===== config.mk =====
export PLATFORM = sky130hd
export DESIGN_NAME = sop_sweep_ctrl
export DESIGN_NICKNAME = d
export VERILOG_FILES = /design/src/rtl/sop_sweep_pkg.sv /design/src/rtl/sop_mask_eval.sv /design/src/rtl/sop_sweep_ctrl.sv
export SDC_FILE = /design/constraint.sdc
export NUM_CORES = 1
export LEC_CHECK = 0
export CORE_MARGIN = 3
export CORE_UTILIZATION = 40
export CTS_BUF_LIST = sky130_fd_sc_hd__clkbuf_2
export CTS_CLUSTER_DIAMETER = 150
export DETAILED_ROUTE_END_ITERATION = 12
export HOLD_SLACK_MARGIN = 0.05
export PLACE_DENSITY = 0.71
export REMOVE_ABC_BUFFERS = 1
export SLEW_MARGIN = 25
export SYNTH_ARGS = -nofsm -noshare
export SYNTH_HDL_FRONTEND = slang
export SYNTH_SLANG_ARGS = --single-unit

===== constraint.sdc =====
create_clock -name clk -period 4 [get_ports clk]
set_clock_uncertainty 0.2 [all_clocks]
set_input_delay 0.4 -clock clk [delete_from_list [all_inputs] [get_ports clk]]
set_output_delay 0.4 -clock clk [all_outputs]
set_load 0.01 [all_outputs]

===== src/rtl/sop_sweep_pkg.sv =====
// Shared definitions for the sum-of-products sweep sequencer.
//   state_t : sweep FSM states (IDLE, HOLD, DONE)
//   VEC_W   : width of the applied input vector {x,y,w,z}
//   NUM_VEC : number of input vectors in an exhaustive 4-variable sweep
//   CNT_W   : width of the per-vector settle counter
package sop_sweep_pkg;

    localparam int VEC_W   = 4;
    localparam int NUM_VEC = 16;
    localparam int CNT_W   = 4;

    typedef enum logic [1:0] {
        IDLE = 2'd0,
        HOLD = 2'd1,
        DONE = 2'd2
    } state_t;

endpackage


===== src/rtl/sop_mask_eval.sv =====
// Golden model for a canonical 4-variable sum of products: the expected
// output is simply the minterm-mask bit selected by the applied vector.
//   mask  : in  16  minterm mask, bit i = f(vector i)
//   vec   : in  4   applied vector {x,y,w,z}, x = MSB
//   s_ref : out 1   expected function value for vec
module sop_mask_eval
    import sop_sweep_pkg::*;
(
    input  logic [NUM_VEC-1:0] mask,
    input  logic [VEC_W-1:0]   vec,
    output logic               s_ref
);

    assign s_ref = mask[vec];

endmodule


===== src/rtl/sop_sweep_ctrl.sv =====
// Exhaustive sweep sequencer for a 4-input combinational SoP/PoS circuit.
// Applies all 16 vectors, holds each for SETTLE+1 cycles, samples the
// circuit output on the last cycle of each vector and compares it with a
// canonical minterm mask. Records the observed truth table, the mismatch
// count and the lowest failing vector.
//
// Optional build macro: STOP_ON_FAIL_EN -- when defined, the sweep ends at
// the first mismatching vector instead of visiting all 16.
//
// Ports:
//   clk          : in  1   rising-edge clock
//   rst_n        : in  1   asynchronous active-low reset
//   start        : in  1   begin a sweep (accepted only while idle)
//   mask         : in  16  expected minterms, latched on start
//   vec          : out 4   applied vector {x,y,w,z}
//   s_ext        : in  1   output of the circuit under check
//   s_ref        : out 1   expected value for the current vector
//   busy         : out 1   sweep in progress (HOLD or DONE)
//   done         : out 1   one-cycle pulse at the end of a sweep
//   table_out    : out 16  observed truth table
//   mismatch_cnt : out 5   number of mismatching vectors
//   first_fail   : out 4   lowest failing vector (valid when fail=1)
//   fail         : out 1   at least one mismatch in the last sweep
//
// Handshake: start is a level sampled on the rising edge; it is taken only
// when busy=0 and is ignored otherwise. done pulses for one cycle, after
// which busy drops and the results hold until the next accepted start.
module sop_sweep_ctrl
    import sop_sweep_pkg::*;
#(
    parameter int SETTLE = 1
) (
    input  logic               clk,
    input  logic               rst_n,
    input  logic               start,
    input  logic [NUM_VEC-1:0] mask,
    output logic [VEC_W-1:0]   vec,
    input  logic               s_ext,
    output logic               s_ref,
    output logic               busy,
    output logic               done,
    output logic [NUM_VEC-1:0] table_out,
    output logic [4:0]         mismatch_cnt,
    output logic [VEC_W-1:0]   first_fail,
    output logic               fail
);

    state_t             state;
    state_t             state_next;
    logic [CNT_W-1:0]   cnt;
    logic [NUM_VEC-1:0] mask_q;
    logic               ext_one;
    logic               sample_edge;
    logic               miss;
    logic               last_vec;
    logic               stop_now;

    sop_mask_eval u_mask_eval (
        .mask  (mask_q),
        .vec   (vec),
        .s_ref (s_ref)
    );

    always_comb begin
        // An undriven (X/Z) s_ext falls to the else branch and is treated
        // as 0: it mismatches a 1 expectation but never a 0 expectation.
        ext_one = 1'b0;
        if (s_ext) begin
            ext_one = 1'b1;
        end
        sample_edge = (state == HOLD) && (cnt == '0);
        miss        = sample_edge && (ext_one != s_ref);
        last_vec    = (vec == VEC_W'(NUM_VEC - 1));
`ifdef STOP_ON_FAIL_EN
        stop_now    = miss;
`else
        stop_now    = 1'b0;
`endif
        state_next = state;
        case (state)
            IDLE: begin
                if (start) begin
                    state_next = HOLD;
                end
            end
            HOLD: begin
                if (sample_edge && (last_vec || stop_now)) begin
                    state_next = DONE;
                end
            end
            DONE: begin
                state_next = IDLE;
            end
            default: begin
                state_next = IDLE;
            end
        endcase
    end

    assign busy = (state != IDLE);
    assign done = (state == DONE);

    always_ff @(posedge clk or negedge rst_n) begin
        if (!rst_n) begin
            state <= IDLE;
        end else begin
            state <= state_next;
        end
    end

    always_ff @(posedge clk or negedge rst_n) begin
        if (!rst_n) begin
            vec          <= '0;
            cnt          <= '0;
            mask_q       <= '0;
            table_out    <= '0;
            mismatch_cnt <= '0;
            first_fail   <= '0;
            fail         <= 1'b0;
        end else begin
            case (state)
                IDLE: begin
                    if (start) begin
                        mask_q       <= mask;
                        table_out    <= '0;
                        mismatch_cnt <= '0;
                        first_fail   <= '0;
                        fail         <= 1'b0;
                        vec          <= '0;
                        cnt          <= CNT_W'(SETTLE);
                    end
                end
                HOLD: begin
                    if (cnt != '0) begin
                        cnt <= cnt - 1'b1;
                    end else begin
                        table_out[vec] <= s_ext;
                        if (miss) begin
                            mismatch_cnt <= mismatch_cnt + 5'd1;
                            if (!fail) begin
                                first_fail <= vec;
                                fail       <= 1'b1;
                            end
                        end
                        // vec stays put on the final (or stopping) vector
                        if (!last_vec && !stop_now) begin
                            vec <= vec + 1'b1;
                            cnt <= CNT_W'(SETTLE);
                        end
                    end
                end
                default: begin
                end
            endcase
        end
    end

endmodule


; Word level (Yosys, flattened, before mapping)
; Index checks and enable logic that the tools add are counted.
[word_totals]
register_bits = 52
input_bits = 20
out_inout_bits = 33
wordCells = 72
[op_classes]
magnitude_cmp = 2
mux = 32
addsub = 3
n_eq_ne = 11
reduce_logical = 16
[op_table]
columns = operator, n
row1 = two-way mux 4 bit, 9
row2 = two-way mux 16 bit, 2
row3 = one-hot mux 16 bit (2 select lines), 1
row4 = one-hot mux 4 bit (2 select lines), 3
row5 = bitwise mux 16 bit, 1
row6 = two-way mux 5 bit, 3
row7 = "!= test 2 bit, second input constant", 5
row8 = one-hot mux 5 bit (2 select lines), 1
row9 = AND reduction 4 bit, 2
row10 = two-way mux 1 bit, 6
row11 = AND reduction 3 bit, 2
row12 = "adder 5 x 1 -> 5 bit, second input constant", 1
row13 = "less-than comparator 4 x 5 -> 1 bit, second input constant", 1
row14 = AND reduction 5 bit, 1
row15 = "adder 4 x 1 -> 4 bit, second input constant", 1
row16 = binary-select mux 1 bit (select 4 bit), 1
row17 = demux 1 bit (select 4 bit), 1
row18 = "== test 4 bit, second input constant", 1
row19 = "greater-or-equal comparator 4 x 1 -> 1 bit, second input constant", 1
row20 = logical AND 1 bit, 4
row21 = zero test 4 bit, 1
row22 = two-way mux 2 bit, 2
row23 = one-hot mux 2 bit (2 select lines), 1
row24 = AND reduction 2 bit, 2
row25 = 10 further kinds, 11

; Depth between registers and ports, before layout
; Gate-level depths: netlist of run 1.
[depth]
word_depth = 7
mapped_depth = 9
ltp_nobuf = 7

; Cells and area by module
; A second synthesis of run 1 with hierarchy kept.
[hier_totals]
hier_cells = 272
area_unflattened_um2 = 2570.0
[modules_own_cells]
columns = module, instances, seq_area_each_um2, cells_each, area_per_inst_um2
row1 = sop_sweep_ctrl, 1, 1301.2, 265, 2434.8
row2 = sop_mask_eval, 1, 0.0, 7, 135.1

; Worst setup path before layout of run 1
; OpenSTA, ideal clock, no wires.
[synth_path]
path_kind = flip-flop to flip-flop
startpoint = register vec[0]
endpoint = register first_fail[0]
n_path_buf = 1
period_less_slack_ns = 2.537
required_time_ns = 3.679
arrival_ns = 2.216
path_slack_ns = 1.463
stages_incl_launch_ff = 7
setup_time_ns = 0.121
path_cell_list = dfrtp_1 -> buf_6 -> mux4_2 -> mux4_2 -> xnor2_4 -> nor2_4 -> a32o_2
[synth_between]
elab_chain_cells = 6
elab_cells_between_ends = 10
cone_classes = eq/ne (2) / mux (6) / reduce/logical (2)
[synth_rtl]
columns = element, line
row1 = from (decl), sop_sweep_ctrl.sv:37  ; output logic [VEC_W-1:0] vec,
row2 = from (signal assigned), sop_sweep_ctrl.sv:147  ; vec <= vec + 1'b1;
row3 = binary-select mux 1 bit (select 4 bit), sop_mask_eval.sv:14  ; assign s_ref = mask[vec];
row4 = two-way mux 1 bit (implied by the code), sop_mask_eval.sv:14
row5 = net s_ref, sop_sweep_ctrl.sv:39  ; output logic s_ref,
row6 = != test 1 bit, sop_sweep_ctrl.sv:72  ; miss = sample_edge && (ext_one != s_ref);
row7 = logical AND 1 bit, sop_sweep_ctrl.sv:72
row8 = != test 2 bit (no line), -
row9 = AND reduction 5 bit (no line), -
row10 = to (signal assigned), sop_sweep_ctrl.sv:141  ; first_fail <= vec;
row11 = to (decl), sop_sweep_ctrl.sv:44  ; output logic [VEC_W-1:0] first_fail,
; The timed path passes the listed nets, and every way through them passes these cells. The select of a mux whose other input is x is not followed.
; A chain may end at the register's enable or synchronous reset.

; Worst setup path after layout of run 1
[layout_path]
startpoint = register vec[0]
endpoint = output port s_ref
[layout_between]
elab_chain_cells = 2
[layout_rtl]
columns = element, line
row1 = binary-select mux 1 bit (select 4 bit), sop_mask_eval.sv:14
row2 = two-way mux 1 bit (implied by the code), sop_mask_eval.sv:14
row3 = to (decl), sop_sweep_ctrl.sv:39
; No other way between the ends. The select of a mux whose other input is x is not followed.

==> reports/qor.txt, run 1 <==
RUN STATUS
-------------------------------------------------------------------------
Status                                                          completed

CELLS AND AREA
-------------------------------------------------------------------------
Fraction of layout cells with a size suffix above 1                0.0857
Area growth, synth to finish                                        24.2%
Final design area excluding fillers                           0.00322 mm2
Most used cells in the layout excluding fill and tap cells   60 x nand2_1, 52 x dfrtp_1, 51 x clkdlybuf4s50_1
Total inserted antenna cells                                            0
Most common cell after layout, fill and taps aside                nand2_1
Final nets                                                            341
Final standard cell utilization of the core                         0.528

MIN PATH
-------------------------------------------------------------------------
Path class of the lowest-slack min-delay path                primary input to async pin

YOSYS
-------------------------------------------------------------------------
Area share of the largest cell type after synthesis                 0.503
Syn Area/Cell                                                    9.81 um2
Total standard cell area after synthesis                      0.00259 mm2
Yosys top cell by area                                            dfrtp_1
Number of storage elements in the synthesis netlist                    52
Leading cell types by total area after synthesis             dfrtp_1 50%, nand2_1 8.7%, o21ai_1 5.8%, mux4_2 4.3%, ha_1 3.4%
Number of warnings printed during yosys synthesis                       0
Unique masters post-synth                                              42
Number of standard cells after synthesis                              264
Sequential share of the synthesized area                            0.503

ROUTING
-------------------------------------------------------------------------
Antenna violation net count after detailed routing                      0
Via count normalized by instance count                               5.44
Detailed-route wire length per cell                               15.3 um
Drt first pass iters                                                    4
Number of remaining DRC errors                                          0
Vias                                                                 2121
Total Routed Length                                               5980 um
Initial DRC count                                                     102

SETUP PATH
-------------------------------------------------------------------------
Master of the slowest instance on the critical path               dfrtp_1
Critical path peak fanout                                              11
Data arrival time of the critical path                            2730 ps
Required time at the endpoint of the critical path                3400 ps
Count of buffer and inverter cells on the critical path                 1
Worst setup path class                                       flop to output port
CP max stage delay                                                 660 ps
Top Family by Delay on Critical Path                         multiplexers
Crit path cell chain                                         mux4_2 > mux4_2 > clkdlybuf4s50_1
Cell repeated most along the worst path                            mux4_2
Worst Setup End Kind                                          output port
Kind of launch point of the worst setup path                         flop

TIMING
-------------------------------------------------------------------------
Hold Fails Final Rpt                                                    0
Setup repair after global routing missed its margin                 false
Minimum setup slack in the final design                            672 ps
Final count of pins violating max slew                                  0
Headroom to the max-slew limit                                      0.423
Minimum period implied by the final worst setup slack             3330 ps
Achievable Freq                                                   301 MHz
Worst-margin pin slew                                              862 ps
Setup_tns                                                            0 ps
Part of the cycle the worst path needs                              0.832
Count of endpoints failing setup in the final report                    0

CTS
-------------------------------------------------------------------------
Resized cells post-CTS                                                  0
Post-CTS Repair Setup Buffers                                           0
Master cell of the clock root buffer                             clkbuf_2
CTS tree                                                              yes
Max Buffers Root-to-Sink                                                2
Skew-Pair Late Insertion Delay                                     440 ps
Clock net sink count                                                   52
H-tree lvl count                                                        2
CTS Buf Count                                                           5
Number of buffers inserted by hold repair at cts                        1
CTS clk-pin slew, worst paths                                      270 ps

FLOORPLANNING
-------------------------------------------------------------------------
Area of the die                                               0.00747 mm2
Width of the chip                                                 86.4 um
Die height                                                        86.4 um
Area of the core region                                       0.00610 mm2
Initial Util                                                        0.425
Row count                                                              28
I/O pin cnt                                                            53

POWER AND IR DROP
-------------------------------------------------------------------------
Leakage                                                           1.43 nW
Power per unit of standard cell area                           572 mW/mm2
Post-layout power                                                 1.84 mW
Worst vdd ir                                                     0.256 mV

GLOBAL ROUTING
-------------------------------------------------------------------------
Total routing usage reported by global routing                      0.169
Antenna violations before repair                                        0
Overall overflow remaining after global route                           0
Via count of the first global-routing pass                           2131
Largest net degree at the start of global routing                      34
First-pass GRT wire length                                       10200 um

PLACED DESIGN
-------------------------------------------------------------------------
Routability cong.                                                   0.792
Count of buffers inserted at the top-level ports                       52
Placed wire-length estimate                                       4370 um
Post-place setup slack                                            1130 ps
Post-DP Area                                                  0.00317 mm2

FLOW RUN
-------------------------------------------------------------------------
Maximum Capacitance Violations                                          0

-- cells by family after synthesis --
kind of cell / Yosys count / synth area share
adder cells (fa/ha/maj): 7 / 0.0338
buffers and inverters: 20 / 0.0324
flip-flops: 52 / 0.503
XOR/XNOR: 6 / 0.0276
AO/OA/AOI/OAI: 62 / 0.144
multiplexers: 13 / 0.0754
AND/OR/NAND/NOR: 104 / 0.184
-- stage by stage --
stage | hold slack (ps) | cells
floorplan | -95.6 | 250
global route | 213 | 390
CTS | 204 | 390
global placement | 168 | 381
finish | 176 | 390
detailed placement | 176 | 381
-- synth_stat cells --
master and instances:
o21ai_1 30, mux2_1 1, a32o_1 2, nor3_1 1
nand2_2 1, mux4_2 5, o32ai_1 1, or2_2 1
mux2i_1 6, buf_6 1, or4_1 1, buf_1 1
a31oi_1 3, nand4_1 3, o21ai_0 4, o22ai_1 3
ha_1 7, nand2_1 60, nor2b_1 5, nor4b_1 1
nand3_1 12, and3_1 1, dfrtp_1 52, and2_1 1
nor4_1 1, clkbuf_1 11, or3b_1 1, buf_2 1
nor2_1 9, and4_1 1, o31ai_1 1, a21oi_1 12
a311oi_2 1, nor2_4 1, mux2_2 1, a32o_2 4
xor2_1 5, xnor2_4 1, a211o_1 1, nand2b_1 3
inv_1 6, nor3b_1 1
-- sequential cells by signal, indices dropped and copies added, names as in the netlist --
name          cells
state             2
table_out        16
mask_q           16
mismatch_cnt      5
vec               4
cnt               4
fail              1
first_fail        4
-- where the power goes --
part / total, mW / switching [mW] / internal [mW]
Sequential: 0.784 / 0.130 / 0.654
Combinational: 0.846 / 0.417 / 0.428
Clock: 0.208 / 0.161 / 0.0467
-- worst register-to-register path, stage by stage, from the launching register on --
cell and delay, ps:
dfrtp_1 660, mux4_2 570, mux4_2 580, xnor2_4 180, nor2_4 250, a32o_2 210
-- path summary, 6_finish.rpt --
| kind | endpoint | from | cells past startpoint | slack (ps) |
|---|---|---|---|---|
| hold reg to reg | mask_q[1] | mask_q[1] | 2 | 310 |
| setup reg to reg | first_fail[2] | vec[0] | 5 | 1310 |
| min in group clk | mask_q[3] | mask[3] | 3 | 280 |
| setup / recovery | s_ref | vec[0] | 3 | 670 |
| hold / removal | table_out[9] | rst_n | 2 | 180 |
| max in group asynchronous | first_fail[2] | rst_n | 3 | 2620 |
-- per-layer routing --
| layer | track usage | routed length (um) |
|---|---|---|
| met3 | 0.0276 | 293 |
| met4 | 0.0552 | 66 |
| met2 | 0.289 | 2920 |
| met1 | 0.220 | 2710 |
| met5 | 0 | 0 |
-- cell type report --
| type | instances | area (um2) |
|---|---|---|
| fillers | 598 | 2880 |
| flip-flops and latches | 52 | 1300 |
| multi-input cells | 192 | 1200 |
| repair buffers | 57 | 556 |
| well taps | 75 | 93.8 |
| clock buffers | 7 | 35.0 |
| inverters | 6 | 22.5 |
| clock inverters | 1 | 3.75 |
No activity file was read; power rests on OpenSTA's default activity.
==> inputs of run 2 (changes only) <==
==> constraint.sdc (replaced) <==
create_clock -name clk -period 3.3 [get_ports clk]
set_clock_uncertainty 0.2 [all_clocks]
set_input_delay 0.33 -clock clk [delete_from_list [all_inputs] [get_ports clk]]
set_output_delay 0.33 -clock clk [all_outputs]
set_load 0.01 [all_outputs]
==> reports/qor.txt, run 2 (same netlist as run 1, synthesis figures left out) <==
GLOBAL ROUTING
-------------------------------------------------------------------------
Total routing usage reported by global routing                      0.168
First-pass GRT wire length                                        9980 um
Largest net degree at the start of global routing                      29
Via count of the first global-routing pass                           2123
Overall overflow remaining after global route                           0
Antenna violations before repair                                        0

FLOW RUN
-------------------------------------------------------------------------
Maximum Capacitance Violations                                          0

CTS
-------------------------------------------------------------------------
Clock net sink count                                                   52
CTS clk-pin slew, worst paths                                      240 ps
CTS Buf Count                                                           5
Max Buffers Root-to-Sink                                                2
Skew-Pair Late Insertion Delay                                     430 ps
H-tree lvl count                                                        2
Master cell of the clock root buffer                             clkbuf_2
Post-CTS Repair Setup Buffers                                           0
CTS tree                                                              yes

ROUTING
-------------------------------------------------------------------------
Total Routed Length                                               5910 um
Number of remaining DRC errors                                          0
Drt first pass iters                                                    4
Antenna violation net count after detailed routing                      0
Detailed-route wire length per cell                               15.1 um
Via count normalized by instance count                               5.41
Vias                                                                 2114
Initial DRC count                                                     101

TIMING
-------------------------------------------------------------------------
Headroom to the max-slew limit                                      0.440
Minimum setup slack in the final design                            126 ps
Setup repair after global routing missed its margin                 false
Worst-margin pin slew                                              837 ps
Achievable Freq                                                   315 MHz
Count of endpoints failing setup in the final report                    0
Minimum period implied by the final worst setup slack             3170 ps
Part of the cycle the worst path needs                              0.962
Final count of pins violating max slew                                  0
Setup_tns                                                            0 ps
Hold Fails Final Rpt                                                    0

SETUP PATH
-------------------------------------------------------------------------
Data arrival time of the critical path                            2640 ps
Kind of launch point of the worst setup path                         flop
CP endpoint                                                         s_ref
Worst setup path class                                       flop to output port
Startpoint of the worst setup timing path                          vec[0]
Crit path cell chain                                         mux4_2 > mux4_2 > clkdlybuf4s50_1
Top Family by Delay on Critical Path                         multiplexers
Register-to-Register Path Depth                                         6
WP depth                                                                3
Worst setup slack for register-to-register paths                   730 ps
CP max stage delay                                                 580 ps
Reg-to-reg critical path startpoint                                vec[1]
Worst r2r dst                                                      vec[3]
Count of buffer and inverter cells on the critical path                 1
Required time at the endpoint of the critical path                2770 ps
Worst Setup End Kind                                          output port
Cell repeated most along the worst path                            mux4_2
Master of the slowest instance on the critical path                mux4_2
Critical path peak fanout                                              11

FLOORPLANNING
-------------------------------------------------------------------------
Area of the die                                               0.00747 mm2
Die height                                                        86.4 um
I/O pin cnt                                                            53
Width of the chip                                                 86.4 um
Initial Util                                                        0.425
Row count                                                              28
Area of the core region                                       0.00610 mm2

PLACED DESIGN
-------------------------------------------------------------------------
Count of buffers inserted at the top-level ports                       52
Routability cong.                                                   0.797
Placed wire-length estimate                                       4290 um
Post-place setup slack                                             485 ps
Number of placed instances with taps included                         382

POWER AND IR DROP
-------------------------------------------------------------------------
Sequential Power Share                                              0.435
Clock share of power                                                0.110
Cell-internal power                                               1.37 mW
Fraction of power spent switching nets                              0.382
Worst vdd ir                                                     0.313 mV
Power per unit of standard cell area                           688 mW/mm2
Proportion of power drawn by combinational gates                    0.455
Leakage                                                           1.43 nW
Net switching power                                                847 uW

CELLS AND AREA
-------------------------------------------------------------------------
Regs by FF count                                             mask_q x16, table_out x16, mismatch_cnt x5
Most common cell after layout, fill and taps aside                nand2_1
Fin cells                                                             391
Final nets                                                            342
Most used cells in the layout excluding fill and tap cells   60 x nand2_1, 51 x dfrtp_1, 51 x clkdlybuf4s50_1
Final standard cell utilization of the core                         0.529
Area growth, synth to finish                                        24.6%
Total inserted antenna cells                                            0
Fraction of layout cells with a size suffix above 1                0.0918

MIN PATH
-------------------------------------------------------------------------
Path class of the lowest-slack min-delay path                primary input to async pin

RUN STATUS
-------------------------------------------------------------------------
Status                                                          completed

[run 2: worst min-delay path by stage]
stage                     startpoint            end  slack, ps  cells past startpoint
after floorplan                rst_n         cnt[0]       -170                      0
after global placement         rst_n   table_out[4]        150                      1
after detailed placement       rst_n   table_out[5]        150                      1
after CTS                      rst_n  table_out[12]        170                      2
after global routing         mask[3]      mask_q[3]        150                      3
final                          rst_n  table_out[12]        170                      2
[run 2: power by group through the flow]
stage,clock (mW),combinational [mW],sequential (mW)
after floorplan,0,0.520,1.01
after global placement,0,0.995,0.976
after detailed placement,0,1.01,0.981
after CTS,0.256,1.02,0.969
after global routing,0.282,1.12,0.996
final,0.243,1.01,0.965
[run 2: layer usage]
metal  part of all wire  track usage
met1               0.46        0.228
met2               0.47        0.273
met3              0.060       0.0371
met4              0.014       0.0439
met5                  0            0
[run 2: timing repair]
| action | CTS | global route |
|---|---|---|
| gates resized for setup | 1 | 0 |
| hold buffers | 1 | 0 |
| hold endpoints to repair | 24 | 0 |
| endpoints found under the setup margin | 1 | 0 |
[run 2: layout make-up]
cell class	count	area [um2]
fillers	587	2870
flip-flops and latches	52	1300
multi-input cells	192	1200
repair buffers	58	563
well taps	75	93.8
clock buffers	7	35.0
inverters	6	22.5
clock inverters	1	3.75
[run 2: worst reg2reg max path: stages, from the launching register on]
cell and delay [ps]:
dfrtp_1 570, ha_1 360, and3_1 290, a311oi_2 600, nand4_1 210, xor2_1 180, nor2_1 110
[run 2: stage by stage]
step                power (mW)  area [um2]  hold WS [ps]
floorplan                 1.53        2530          -166
global route              2.40        3220           152
detailed placement        1.99        3170           154
finish                    2.22        3220           173
CTS                       2.24        3220           171
global placement          1.97        3170           154
==> inputs of run 3 (changes only) <==
--- a/config.mk
+++ b/config.mk
@@ -5,13 +5,14 @@
 export SDC_FILE = /design/constraint.sdc
 export NUM_CORES = 1
 export LEC_CHECK = 0
+export ABC_AREA = 1
 export CORE_MARGIN = 3
 export CORE_UTILIZATION = 40
 export CTS_BUF_LIST = sky130_fd_sc_hd__clkbuf_2
 export CTS_CLUSTER_DIAMETER = 150
 export DETAILED_ROUTE_END_ITERATION = 12
 export HOLD_SLACK_MARGIN = 0.05
-export PLACE_DENSITY = 0.71
+export PLACE_DENSITY = 0.7
 export REMOVE_ABC_BUFFERS = 1
 export SLEW_MARGIN = 25
 export SYNTH_ARGS = -nofsm -noshare
==> reports/qor.txt, run 3 <==
YOSYS
-------------------------------------------------------------------------
Total standard cell area after synthesis                      0.00275 mm2
Count leader, synth                                               nand2_1
Number of warnings printed during yosys synthesis                       0
Dominant synthesized flop cell                                    dfrtp_1
Sequential share of the synthesized area                            0.473
Leading cell types by total area after synthesis             dfrtp_1 47%, nand2_1 11%, o21ai_0 5.3%, inv_1 5.2%, nand3_1 3.5%
Number of storage elements in the synthesis netlist                    52
Yosys top cell by area                                            dfrtp_1
Number of standard cells after synthesis                              321
Number of enable flip-flop cells after synthesis                        0
Post-synth ARST share                                                1.00
Unique masters post-synth                                              34
Most used standard cells in the synthesized netlist          84 x nand2_1, 52 x dfrtp_1, 38 x inv_1
Area share of the largest cell type after synthesis                 0.473
Syn Area/Cell                                                    8.58 um2

ROUTING
-------------------------------------------------------------------------
Number of remaining DRC errors                                          0
Initial DRC count                                                     145
Antenna violation net count after detailed routing                      0
Via count normalized by instance count                               4.94
Detailed-route wire length per cell                               12.6 um
Vias                                                                 2217
Drt first pass iters                                                    4
Total Routed Length                                               5680 um

MIN PATH
-------------------------------------------------------------------------
Path class of the lowest-slack min-delay path                primary input to async pin

CELLS AND AREA
-------------------------------------------------------------------------
Regs by FF count                                             mask_q x16, table_out x16, mismatch_cnt x5
Final standard cell utilization of the core                         0.513
Area growth, synth to finish                                        20.9%
Fin cells                                                             449
Total inserted antenna cells                                            0
Footprint of the flip-flops and latches                       0.00130 mm2
Fill count                                                            640
Final nets                                                            399
Most used cells in the layout excluding fill and tap cells   84 x nand2_1, 52 x dfrtp_1, 51 x clkdlybuf4s50_1
Final design area excluding fillers                           0.00333 mm2
Fraction of layout cells with a size suffix above 1                 0.129
Area of the multi-input gates                                 0.00118 mm2
Most common cell after layout, fill and taps aside                nand2_1

GLOBAL ROUTING
-------------------------------------------------------------------------
First-pass GRT wire length                                        9670 um
Via count of the first global-routing pass                           2000
Antenna violations before repair                                        0
Largest net degree at the start of global routing                      36
Overall overflow remaining after global route                           0
Total routing usage reported by global routing                      0.156

CTS
-------------------------------------------------------------------------
Max Buffers Root-to-Sink                                                2
H-tree lvl count                                                        2
Number of buffers inserted by hold repair at cts                        1
Post-CTS Repair Setup Buffers                                           0
CTS tree                                                              yes
CTS Buf Count                                                           5
Resized cells post-CTS                                                  0
Clock net sink count                                                   52
CTS clk-pin slew, worst paths                                      260 ps
Master cell of the clock root buffer                             clkbuf_2
Skew-Pair Late Insertion Delay                                     440 ps

TIMING
-------------------------------------------------------------------------
Minimum setup slack in the final design                            502 ps
Achievable Freq                                                   357 MHz
Minimum period implied by the final worst setup slack             2800 ps
Setup repair after global routing missed its margin                 false
Part of the cycle the worst path needs                              0.848
Worst-margin pin slew                                              680 ps
Hold Fails Final Rpt                                                    0
Final count of pins violating max slew                                  0
Headroom to the max-slew limit                                      0.546
Count of endpoints failing setup in the final report                    0
Worst hold slack after final layout                                217 ps
Setup_tns                                                            0 ps

POWER AND IR DROP
-------------------------------------------------------------------------
Post-layout power                                                 2.35 mW
Net switching power                                                991 uW
Leakage                                                           1.52 nW
Cell-internal power                                               1.36 mW
Sequential Power Share                                              0.413
Fraction of power spent switching nets                              0.422
Proportion of power drawn by combinational gates                    0.485
Clock share of power                                                0.102
Worst vdd ir                                                     0.251 mV
Power per unit of standard cell area                           706 mW/mm2

PLACED DESIGN
-------------------------------------------------------------------------
Placed wire-length estimate                                       4080 um
Count of buffers inserted at the top-level ports                       52
Post-place setup slack                                             730 ps
Routability cong.                                                   0.817
Post-DP Area                                                  0.00329 mm2
Number of placed instances with taps included                         441

FLOORPLANNING
-------------------------------------------------------------------------
Initial Util                                                        0.424
Die height                                                        89.0 um
Area of the die                                               0.00792 mm2
Area of the core region                                       0.00649 mm2
Width of the chip                                                 89.0 um
Row count                                                              29
I/O pin cnt                                                            53

SETUP PATH
-------------------------------------------------------------------------
Required time at the endpoint of the critical path                2770 ps
Master of the slowest instance on the critical path               dfrtp_1
Cell repeated most along the worst path                           nand2_1
Startpoint of the worst setup timing path                          vec[0]
Worst Setup End Kind                                          output port
Kind of launch point of the worst setup path                         flop
Worst setup slack for register-to-register paths                   960 ps
Worst setup path class                                       flop to output port
Crit path cell chain                                         inv_6 > nand2_1 > nand3_1 > nand2_1 > nand2_1 > nand2_2 > inv_2 > nand2_4 > clkdlybuf4s50_1
Top Family by Delay on Critical Path                           flip-flops
Reg-to-reg critical path startpoint                                vec[0]
CP max stage delay                                                 710 ps
Data arrival time of the critical path                            2270 ps
Count of buffer and inverter cells on the critical path                 3
Critical path peak fanout                                              13

FLOW RUN
-------------------------------------------------------------------------
Maximum Capacitance Violations                                          0

RUN STATUS
-------------------------------------------------------------------------
Status                                                          completed

## run 3: cell type report
| class | count | area share |
|---|---|---|
| flip-flops and latches | 52 | 0.391 |
| multi-input cells | 212 | 0.355 |
| repair buffers | 54 | 0.160 |
| inverters | 47 | 0.0552 |
| well taps | 77 | 0.0289 |
| clock buffers | 5 | 0.00751 |
| clock inverters | 2 | 0.00225 |
## run 3: logic make-up after synthesis
family                     share of synthesized area
DFF                                            0.473
and+or+nand+nor                                0.239
adders and majority gates                     0.0318
buffers and inverters                         0.0977
AOI/OAI and AO/OA                              0.149
xor gates and xnor gates                     0.00954
## run 3: power groups by stage
stage          registers [mW]  logic (mW)  clock network (mW)
2_1_floorplan            1.01       0.688                   0
3_3_place_gp            0.984        1.12                   0
3_5_place_dp            0.990        1.14                   0
4_1_cts                 0.975        1.15               0.245
5_1_grt                  1.00        1.30               0.268
6_report                0.972        1.14               0.239
## run 3: worst paths after layout
path,endpoint,depth (start not counted)
setup / recovery,s_ref,9
hold / removal,table_out[7],2
setup reg to reg,cnt[2],9
hold reg to reg,first_fail[3],2
max in group asynchronous,state[1],3
min in group clk,mask_q[2],3
## run 3: routing by layer
metal,GRT usage,up-vias,wire [um]
met1,0.211,1036,2670
met2,0.251,47,2660
met3,0.0378,8,272
met5,0,-,0
li1,-,1126,-
met4,0.0460,0,81
## run 3: worst reg2reg max path, stage by stage (launching register included)
cell,delay [ps]
dfrtp_1,710
ha_1,310
inv_1,110
nor2_2,230
nand2_1,130
a21oi_2,260
inv_2,60
nand2_1,90
a21oi_1,70
o21a_1,110
